File: config.mk
export PLATFORM = sky130hd
export DESIGN_NAME = pl_hazard_ctrl
export DESIGN_NICKNAME = d
export VERILOG_FILES = /design/src/rtl/pl_hazard_ctrl_pkg.sv /design/src/rtl/pl_mem_wait_fsm.sv /design/src/rtl/pl_hazard_ctrl.sv
export SDC_FILE = /design/constraint.sdc
export NUM_CORES = 1
export LEC_CHECK = 0
export BUFFER_PORTS_ARGS = -buffer_cell sky130_fd_sc_hd__buf_2
export CAP_MARGIN = 15
export CORE_MARGIN = 2
export CORE_UTILIZATION = 35
export CTS_BUF_LIST = sky130_fd_sc_hd__clkbuf_4
export DETAILED_ROUTE_END_ITERATION = 10
export GPL_TIMING_DRIVEN = 0
export PLACE_DENSITY_LB_ADDON = 0.2
export SLEW_MARGIN = 20
export SYNTH_ARGS = -nofsm -noshare
export SYNTH_HDL_FRONTEND = slang
export SYNTH_HIERARCHICAL = 1
export SYNTH_SLANG_ARGS = --single-unit
File: constraint.sdc
create_clock -name clk -period 5.2 [get_ports clk]
set_input_delay 0 -clock clk [delete_from_list [all_inputs] [get_ports clk]]
set_output_delay 0 -clock clk [all_outputs]
set_load 0.1 [all_outputs]
File: src/rtl/pl_hazard_ctrl_pkg.sv
//==============================================================================
// Module : pl_hazard_ctrl_pkg
// Brief  : Shared FSM state encodings, forward-select codes and forward helper.
// Rev    : 1.0
//==============================================================================
`default_nettype none

package pl_hazard_ctrl_pkg;

    typedef enum logic [1:0] {
        ST_RUN      = 2'd0,
        ST_MEM_WAIT = 2'd1,
        ST_FAULT    = 2'd2
    } state_t;

    localparam logic [1:0] c_FWD_RF = 2'b00;
    localparam logic [1:0] c_FWD_W  = 2'b01;
    localparam logic [1:0] c_FWD_M  = 2'b10;

    // M has priority over W because it holds the younger result; x0 is hardwired zero.
    function automatic logic [1:0] fwd_sel(
        input logic [4:0] rs,
        input logic [4:0] rd_m,
        input logic [4:0] rd_w,
        input logic       we_m,
        input logic       we_w
    );
        if (we_m && (rs == rd_m) && (rs != 5'd0))
            return c_FWD_M;
        else if (we_w && (rs == rd_w) && (rs != 5'd0))
            return c_FWD_W;
        else
            return c_FWD_RF;
    endfunction

endpackage

`default_nettype wire

File: src/rtl/pl_mem_wait_fsm.sv
//==============================================================================
// Module : pl_mem_wait_fsm
// Brief  : Memory-wait sequencer: freezes the pipeline while data memory stalls,
//          declares a sticky timeout fault after TIMEOUT_CYC wait cycles.
// Rev    : 1.0
//==============================================================================
`default_nettype none

module pl_mem_wait_fsm
    import pl_hazard_ctrl_pkg::*;
#(
    parameter int TIMEOUT_CYC = 64
) (
    input  logic clk,
    input  logic reset,
    input  logic i_mem_req,
    input  logic i_mem_ready,
    output logic o_freeze,
    output logic o_timeout
);

    localparam int c_WCNT_W = (TIMEOUT_CYC <= 2) ? 1 : $clog2(TIMEOUT_CYC);
    localparam logic [c_WCNT_W-1:0] c_WCNT_LAST = c_WCNT_W'(TIMEOUT_CYC - 1);

    state_t              r_state;
    logic [c_WCNT_W-1:0] r_wait_cnt;
    logic                r_timeout;
    logic                w_mem_wait;

    assign w_mem_wait = i_mem_req && !i_mem_ready;

    always_ff @(posedge clk) begin
        if (reset) begin
            r_state    <= ST_RUN;
            r_wait_cnt <= '0;
            r_timeout  <= 1'b0;
        end else begin
            case (r_state)
                ST_RUN: begin
                    if (w_mem_wait) begin
                        r_state    <= ST_MEM_WAIT;
                        r_wait_cnt <= '0;
                    end
                end
                ST_MEM_WAIT: begin
                    if (i_mem_ready) begin
                        r_state <= ST_RUN;
                    end else if (w_mem_wait) begin
                        if (r_wait_cnt == c_WCNT_LAST) begin
                            r_state   <= ST_FAULT;
                            r_timeout <= 1'b1;
                        end else begin
                            r_wait_cnt <= r_wait_cnt + 1'b1;
                        end
                    end
                end
                ST_FAULT: begin
                    r_state <= ST_FAULT;
                end
                default: begin
                    r_state <= ST_RUN;
                end
            endcase
        end
    end

    // Freeze reacts to memWait in the same cycle; FAULT keeps it asserted until reset.
    assign o_freeze  = w_mem_wait || (r_state == ST_FAULT);
    assign o_timeout = r_timeout;

endmodule

`default_nettype wire

File: src/rtl/pl_hazard_ctrl.sv
//==============================================================================
// Module : pl_hazard_ctrl
// Brief  : 5-stage pipeline hazard controller: forwarding, load-use stall, branch
//          flush, memory-wait freeze and saturating stall/flush counters.
// Rev    : 1.0
//==============================================================================
`default_nettype none

module pl_hazard_ctrl
    import pl_hazard_ctrl_pkg::*;
#(
    parameter int TIMEOUT_CYC = 64,
    parameter int CNT_W       = 16
) (
    input  logic             clk,
    input  logic             reset,
    input  logic [4:0]       Rs1D,
    input  logic [4:0]       Rs2D,
    input  logic [4:0]       Rs1E,
    input  logic [4:0]       Rs2E,
    input  logic [4:0]       RdE,
    input  logic [4:0]       RdM,
    input  logic [4:0]       RdW,
    input  logic             ResultSrcE0,
    input  logic             RegWriteM,
    input  logic             RegWriteW,
    input  logic             PCSrcE,
    input  logic             MemReqM,
    input  logic             MemReadyM,
    output logic             StallF,
    output logic             StallD,
    output logic             StallE,
    output logic             StallM,
    output logic             FlushD,
    output logic             FlushE,
    output logic             FlushW,
    output logic [1:0]       ForwardAE,
    output logic [1:0]       ForwardBE,
    output logic             MemTimeout,
    output logic [CNT_W-1:0] StallCount,
    output logic [CNT_W-1:0] FlushCount
);

    logic             w_freeze;
    logic             w_lw_stall;
    logic [CNT_W-1:0] r_stall_cnt;
    logic [CNT_W-1:0] r_flush_cnt;

    pl_mem_wait_fsm #(
        .TIMEOUT_CYC (TIMEOUT_CYC)
    ) u_mem_wait_fsm (
        .clk         (clk),
        .reset       (reset),
        .i_mem_req   (MemReqM),
        .i_mem_ready (MemReadyM),
        .o_freeze    (w_freeze),
        .o_timeout   (MemTimeout)
    );

    assign w_lw_stall = ResultSrcE0 && (RdE != 5'd0) && ((Rs1D == RdE) || (Rs2D == RdE));

    always_comb begin
        StallF    = 1'b0;
        StallD    = 1'b0;
        StallE    = 1'b0;
        StallM    = 1'b0;
        FlushD    = 1'b0;
        FlushE    = 1'b0;
        FlushW    = 1'b0;
        ForwardAE = c_FWD_RF;
        ForwardBE = c_FWD_RF;
        if (reset) begin
            FlushD = 1'b1;
            FlushE = 1'b1;
            FlushW = 1'b1;
        end else begin
            ForwardAE = fwd_sel(Rs1E, RdM, RdW, RegWriteM, RegWriteW);
            ForwardBE = fwd_sel(Rs2E, RdM, RdW, RegWriteM, RegWriteW);
            // E is held during a freeze, so a pending PCSrcE is simply re-seen afterwards.
            if (w_freeze) begin
                StallF = 1'b1;
                StallD = 1'b1;
                StallE = 1'b1;
                StallM = 1'b1;
                FlushW = 1'b1;
            end else begin
                StallF = w_lw_stall;
                StallD = w_lw_stall;
                FlushD = PCSrcE;
                FlushE = w_lw_stall || PCSrcE;
            end
        end
    end

    always_ff @(posedge clk) begin
        if (reset) begin
            r_stall_cnt <= '0;
            r_flush_cnt <= '0;
        end else begin
            if (StallF && (r_stall_cnt != '1))
                r_stall_cnt <= r_stall_cnt + 1'b1;
            if (!w_freeze && PCSrcE && (r_flush_cnt != '1))
                r_flush_cnt <= r_flush_cnt + 1'b1;
        end
    end

    assign StallCount = r_stall_cnt;
    assign FlushCount = r_flush_cnt;

endmodule

`default_nettype wire

# --- Yosys cells after proc, flatten, opt, wreduce, memory -nomap -nowiden ---
# Cells that the tools add are included.
word_totals:
  output_inout_bits: 44
  ff_bits: 41
  in_bits: 43
  wordCells: 78
classes:
  n_mux: 25
  bitwise_logic: 1
  eq_ne: 17
  add_sub_neg: 3
  reduce_logical: 27
ops:
  columns: ["operator", "n"]
  rows:
  - ["adder 16 x 1 -> 16 bit (second input constant)", 2]
  - ["!= test 16 bit (second input constant)", 2]
  - ["equality test 5 bit", 6]
  - ["2-to-1 mux 6 bit", 4]
  - ["2-to-1 mux 2 bit", 8]
  - ["nonzero test 5 bit", 3]
  - ["logical AND 1 bit", 14]
  - ["case mux 6 bit (2 select lines)", 1]
  - ["2-to-1 mux 1 bit", 11]
  - ["adder 6 x 1 -> 6 bit (second input constant)", 1]
  - ["equality test 6 bit (second input constant)", 1]
  - ["!= test 3 x 2 -> 1 bit (second input constant)", 2]
  - ["case mux 2 bit (3 select lines)", 1]
  - ["AND reduction 5 bit", 1]
  - ["!= test 2 x 1 -> 1 bit (second input constant)", 2]
  - ["!= test 2 bit (second input constant)", 2]
  - ["AND reduction 4 bit", 1]
  - ["logical OR 1 bit", 3]
  - ["AND reduction 3 bit", 1]
  - ["equality test 2 x 1 -> 1 bit (second input constant)", 1]
  - ["equality test 2 bit (second input constant)", 1]
  - ["logical NOT 1 bit", 2]
  - ["logical NOT 2 bit", 1]
  - ["nonzero test 2 bit", 1]
  - ["NOT 1 bit", 1]

# --- Logic depth before layout (Yosys ltp) ---
logic_depth:
  depth_word: 6
  depth_mapped: 8

# --- Cells and area by module ---
# Netlist, hierarchy kept.
by_module_without_submodules:
  columns: ["module", "n_inst", "seq_area_each_um2", "area_each_um2", "cells_each"]
  rows:
  - ["pl_hazard_ctrl", 1, 640.6, 1981.9, 235]
  - ["pl_mem_wait_fsm", 1, 180.2, 473.0, 58]

# --- Least setup slack after synthesis ---
# Ideal clock, no wire load.
synth_timing:
  kind: "input-to-output"
  from: "input Rs1E[1]"
  to: "output ForwardAE[0]"
  slack_ns: 1.592
  arrival_time_ns: 3.608
  cell_stages: 4
  n_path_buf: 0
  cell_sequence: "or4_1 nor2_1 nor4_1 nor4_1"
synth_via:
  elab_chain_len: 6
synth_rtl:
  columns: ["item", "line", "text"]
  rows:
  - ["start, declared", "pl_hazard_ctrl.sv:19", "input logic [4:0] Rs1E,"]
  - ["equality test 5 bit", "pl_hazard_ctrl_pkg.sv:30", "else if (we_w && (rs == rd_w) && (rs != 5'd0))"]
  - ["logical AND 1 bit (2 in series)", "pl_hazard_ctrl_pkg.sv:30", null]
  - ["2-to-1 mux 1 bit", "pl_hazard_ctrl_pkg.sv:30", null]
  - ["2-to-1 mux 2 bit (*)", "pl_hazard_ctrl_pkg.sv:28", "if (we_m && (rs == rd_m) && (rs != 5'd0))"]
  - ["2-to-1 mux 2 bit (*)", "pl_hazard_ctrl.sv:72", "if (reset) begin"]
  - ["end, declared", "pl_hazard_ctrl.sv:37", "output logic [1:0] ForwardAE,"]
# Mark *: on every way between the ends. The rest lies on a longest branch, timed or not.

# --- Worst setup path after layout ---
layout_timing:
  from: "register u_mem_wait_fsm.r_state[0]"
  to: "register r_flush_cnt[13] (netlist: FlushCount[13])"
layout_via:
  elab_chain_len: 5
layout_rtl:
  columns: ["item", "line", "text"]
  rows:
  - ["start, declared", "pl_mem_wait_fsm.sv:25", "state_t r_state;"]
  - ["start signal, assigned", "pl_mem_wait_fsm.sv:34", "r_state <= ST_RUN;"]
  - ["start signal, assigned", "pl_mem_wait_fsm.sv:41", "r_state <= ST_MEM_WAIT;"]
  - ["start signal, assigned", "pl_mem_wait_fsm.sv:47", "r_state <= ST_RUN;"]
  - ["equality test 2 bit", "pl_mem_wait_fsm.sv:68", "assign o_freeze = w_mem_wait || (r_state == ST_FAULT);"]
  - ["logical OR 1 bit", "pl_mem_wait_fsm.sv:68", null]
  - ["via w_freeze", "pl_hazard_ctrl.sv:44", "logic w_freeze;"]
  - ["logical NOT 1 bit", "pl_hazard_ctrl.sv:102", "if (!w_freeze && PCSrcE && (r_flush_cnt != '1))"]
  - ["logical AND 1 bit (2 in series)", "pl_hazard_ctrl.sv:102", null]
  - ["end signal, assigned", "pl_hazard_ctrl.sv:103", "r_flush_cnt <= r_flush_cnt + 1'b1;"]
  - ["end, declared", "pl_hazard_ctrl.sv:47", "logic [CNT_W-1:0] r_flush_cnt;"]
# The timed path passes the listed nets, and every way through them passes these cells.
# A chain may end at the register's enable or synchronous reset.

==> flow_summary.toml <==
[outcome]
status = "finished, final reports clean"

[timing]
fin_setup_tns_ps = 0
drv_slew = 0
timing.fmax_mhz = 446.9
relSlewSlack_pct = 66.71
min_period_ps = 2238
finClkSkew_ps = 13.65
finalHoldViolCount = 0
rsz0062_at_grt = "no"
finalSetupViolations = 0
fin_crit_sh_pct = 43.03
worstMarginPinSlew_ps = 494.8

[power_and_ir_drop]
combPwrFrac_pct = 21.0
p_switching_mw = 0.2052
swShare_pct = 30.80
power_frac_clock_pct = 30.7
ir_drop_mv = 0.1141
p_per_area_nw_per_um2 = 215.1
total_power_mw = 0.6664
seqPwrFrac_pct = 48.3
intPower_mw = 0.4612
leakagePower_nw = 1.250

[drt]
wl_met2_um = 2783
wl_met1_um = 2927
via_count = 2368
postRouteAntennaNets = 0
drcViolationCount = 0
top_layer_used = "met4"
routedWlPerCell_um = 12.51
wl_met3_um = 296
first_pass_iters = 4
drt_wl_total_um = 6055
drt_iter0_markers = 79
avgViaCountPerCell = 4.893

[worst_setup_path]
cp_data_arrival_time_ps = 2480
criticalPathCategory = "flop to flop"
crit_chain = "nand2b_1, nand2_1, nand2b_1, or2_2, nor3b_1, nand4_1, xor2_1, nor2_1"
slowest_delay_ps = 480
path_max_fanout = 8
reg2reg_to = "FlushCount[13]$_SDFFE_PP0P_"
start_kind = "flop"
reg2regPathDepth = 8
reg2reg_from = "u_mem_wait_fsm/r_state[0]$_SDFFE_PP0P_"
cpMaxStageDelayCell = "dfxtp_1"
cpMostUsedCell = "nand2b_1"
startpoint = "u_mem_wait_fsm/r_state[0]$_SDFFE_PP0P_"
required_ps = 5440
end_kind = "flop"
rrSetupSlack_ps = 2960

[logic_synthesis]
syn_inst = 293
synth_fa_ha_area_share_pct = 1.529
synth_nets = 339
synth_top_family_by_area = "simple AND/OR/NAND/NOR gates"
yosys-top-cells-area = "dfxtp_1, xnor2_1, nor2_1, xor2_1, nand2_1"
ys_seq_area_share_pct = 33.44
ys.flop_type = "dfxtp_1"
synth_enable_flop_cells = 0
synth_top_area_share_pct = 33.44
synth.area.mux_share_pct = 2.803
netlist_area_um2 = 2455
yosys.area_share.xor_xnor_pct = 18.20
synth_compound_area_share_pct = 9.582
avgSynthCellArea_um2 = 8.378
synth_cell_types = 51
ys_warn_count = 6
yosysTopAreaCell = "dfxtp_1"
ys_seq_elements = 41
synth-simple-area-share_pct = 31.65
async_flop_share_pct = 0

[cells_and_area]
multi_input_area_um2 = 1565
design_area_um2 = 3098
ff_latch_area_um2 = 820.8
fin_nets = 434
finish.utilization_pct = 45.60
drive_gt1_share_pct = 29.38
antenna_cells = 0
layout_commonest_cell = "buf_2"
final_cell_mix = "buf_2, dfxtp_1, nor2_1"
fillers = 710
area_growth_syn_to_layout_pct = 26.20
fin_cells = 484

[clocking]
cts_tree = "yes"
clk_pin_slew_ps = 130
clock_latency_ps = 350
htreeDepth = 2
cts_buffers = 5
cts_sinks = 41
cts_resized = 0
clock_path_buffers = 2
clockRootBuffer = "clkbuf_4"

[floorplan]
die_w_um = 87.75
rows = 30
die_h_um = 87.75
ios = 87
coreArea_um2 = 6794
die_area_um2 = 7700
initial_core_util_pct = 36.13

[place]
dp_cells = 475
dp.final_hpwl_um = 4725
dpl_cell_area_um2 = 3005
numPortBuffers = 86
gp_congestion = 0.8478

[min_path]
holdPathEnd = "u_mem_wait_fsm/o_timeout$_SDFFE_PP0P_"
hp-class = "input port to flop"
worstHoldPathCells = 4
hp-start = "MemReadyM"

[global_route]
grt_usage_pct = 16.15
grt_pass1_wl_um = 10070
grt_max_degree = 13
antenna_found_initial = 0
grt-ovfl-total = 0
grt_pass1_vias = 2247

[run]
drv_cap = 0
worst max path at each step:
stage                                  end  slack, ps  cells after the start
2_1_floorplan                 ForwardAE[0]       1590                      4
3_3_place_gp   FlushCount[13]$_SDFFE_PP0P_       2980                      8
3_5_place_dp   FlushCount[13]$_SDFFE_PP0P_       2980                      8
4_1_cts        FlushCount[13]$_SDFFE_PP0P_       2960                      8
5_1_grt        FlushCount[13]$_SDFFE_PP0P_       2750                      8
6_report       FlushCount[13]$_SDFFE_PP0P_       2960                      8
per-stage QoR:
| step | hold WS (ps) | worst slack, ps |
|---|---|---|
| after CTS | 6.037 | 2961 |
| after global placement | 247.3 | 2976 |
| final | 15.09 | 2962 |
| after global routing | 68.99 | 2752 |
| after floorplan | 107.3 | 1592 |
| after detailed placement | 254.4 | 2983 |
area by class of cell:
type | instances | share of cell area, %
plain buffers | 9 | 1.616
clock buffers | 5 | 1.212
clock inverters | 2 | 1.131
inverters | 5 | 0.6058
multi-input cells | 238 | 50.53
flip-flops and latches | 41 | 26.49
well taps | 96 | 3.877
repair buffers | 88 | 14.54
synthesized netlist by cell type (3+ instances only):
cell      count
nand2_1      21
xnor2_1      38
inv_1         5
nand3_1      12
xor2_1       13
clkbuf_1      4
nand2b_1      7
o21ai_1       3
nor2b_1       8
and3_1        6
dfxtp_1      41
nand4_1      11
a21oi_1      13
or4_1         4
nor4_1        7
or3_1         4
o21ai_0       5
ha_1          3
nor3_1        7
a211oi_1      3
nor2_1       40
power groups by stage:
stage	sequential [mW]	combinational, mW	clock (mW)
global route	0.323	0.151	0.224
finish	0.322	0.140	0.205
floorplan	0.348	0.0779	0
CTS	0.322	0.141	0.211
global placement	0.329	0.138	0
detailed placement	0.329	0.139	0
logic make-up (layout without fill, tap and decap cells):
| kind of cell | after synthesis | count (layout) |
|---|---|---|
| flops | 41 | 41 |
| compound gates | 35 | 35 |
| xor+xnor | 51 | 51 |
| fa+ha+maj | 3 | 3 |
| buf+inv | 14 | 109 |
| mux | 6 | 6 |
| simple gates | 143 | 143 |
per-layer routing:
| layer | GRT usage (%) | up-vias |
|---|---|---|
| met1 | 21.01 | 1074 |
| met2 | 26.72 | 64 |
| li1 | - | 1226 |
| met4 | 5.175 | 0 |
| met5 | 0 | - |
| met3 | 3.393 | 4 |
registers in the layout (all words and copies together) (netlist names):
signal and cells:
FlushCount 16, StallCount 16, u_mem_wait_fsm/r_wait_cnt 6, u_mem_wait_fsm/r_state 2, u_mem_wait_fsm/o_timeout 1
timing repair:
| action | 4_1_cts | 5_1_grt |
|---|---|---|
| endpoints found under the hold margin | 1 | 0 |
| hold buffers | 2 | 0 |
| buffers inserted | 0 | 0 |
critical path: cells and delay by family, from the launching register on:
| kind | cells | cell delay [ps] |
|---|---|---|
| XOR/XNOR | 1 | 140 |
| AND/OR/NAND/NOR | 7 | 1510 |
| flip-flops | 1 | 480 |
Power figures use the tool's default switching activity.
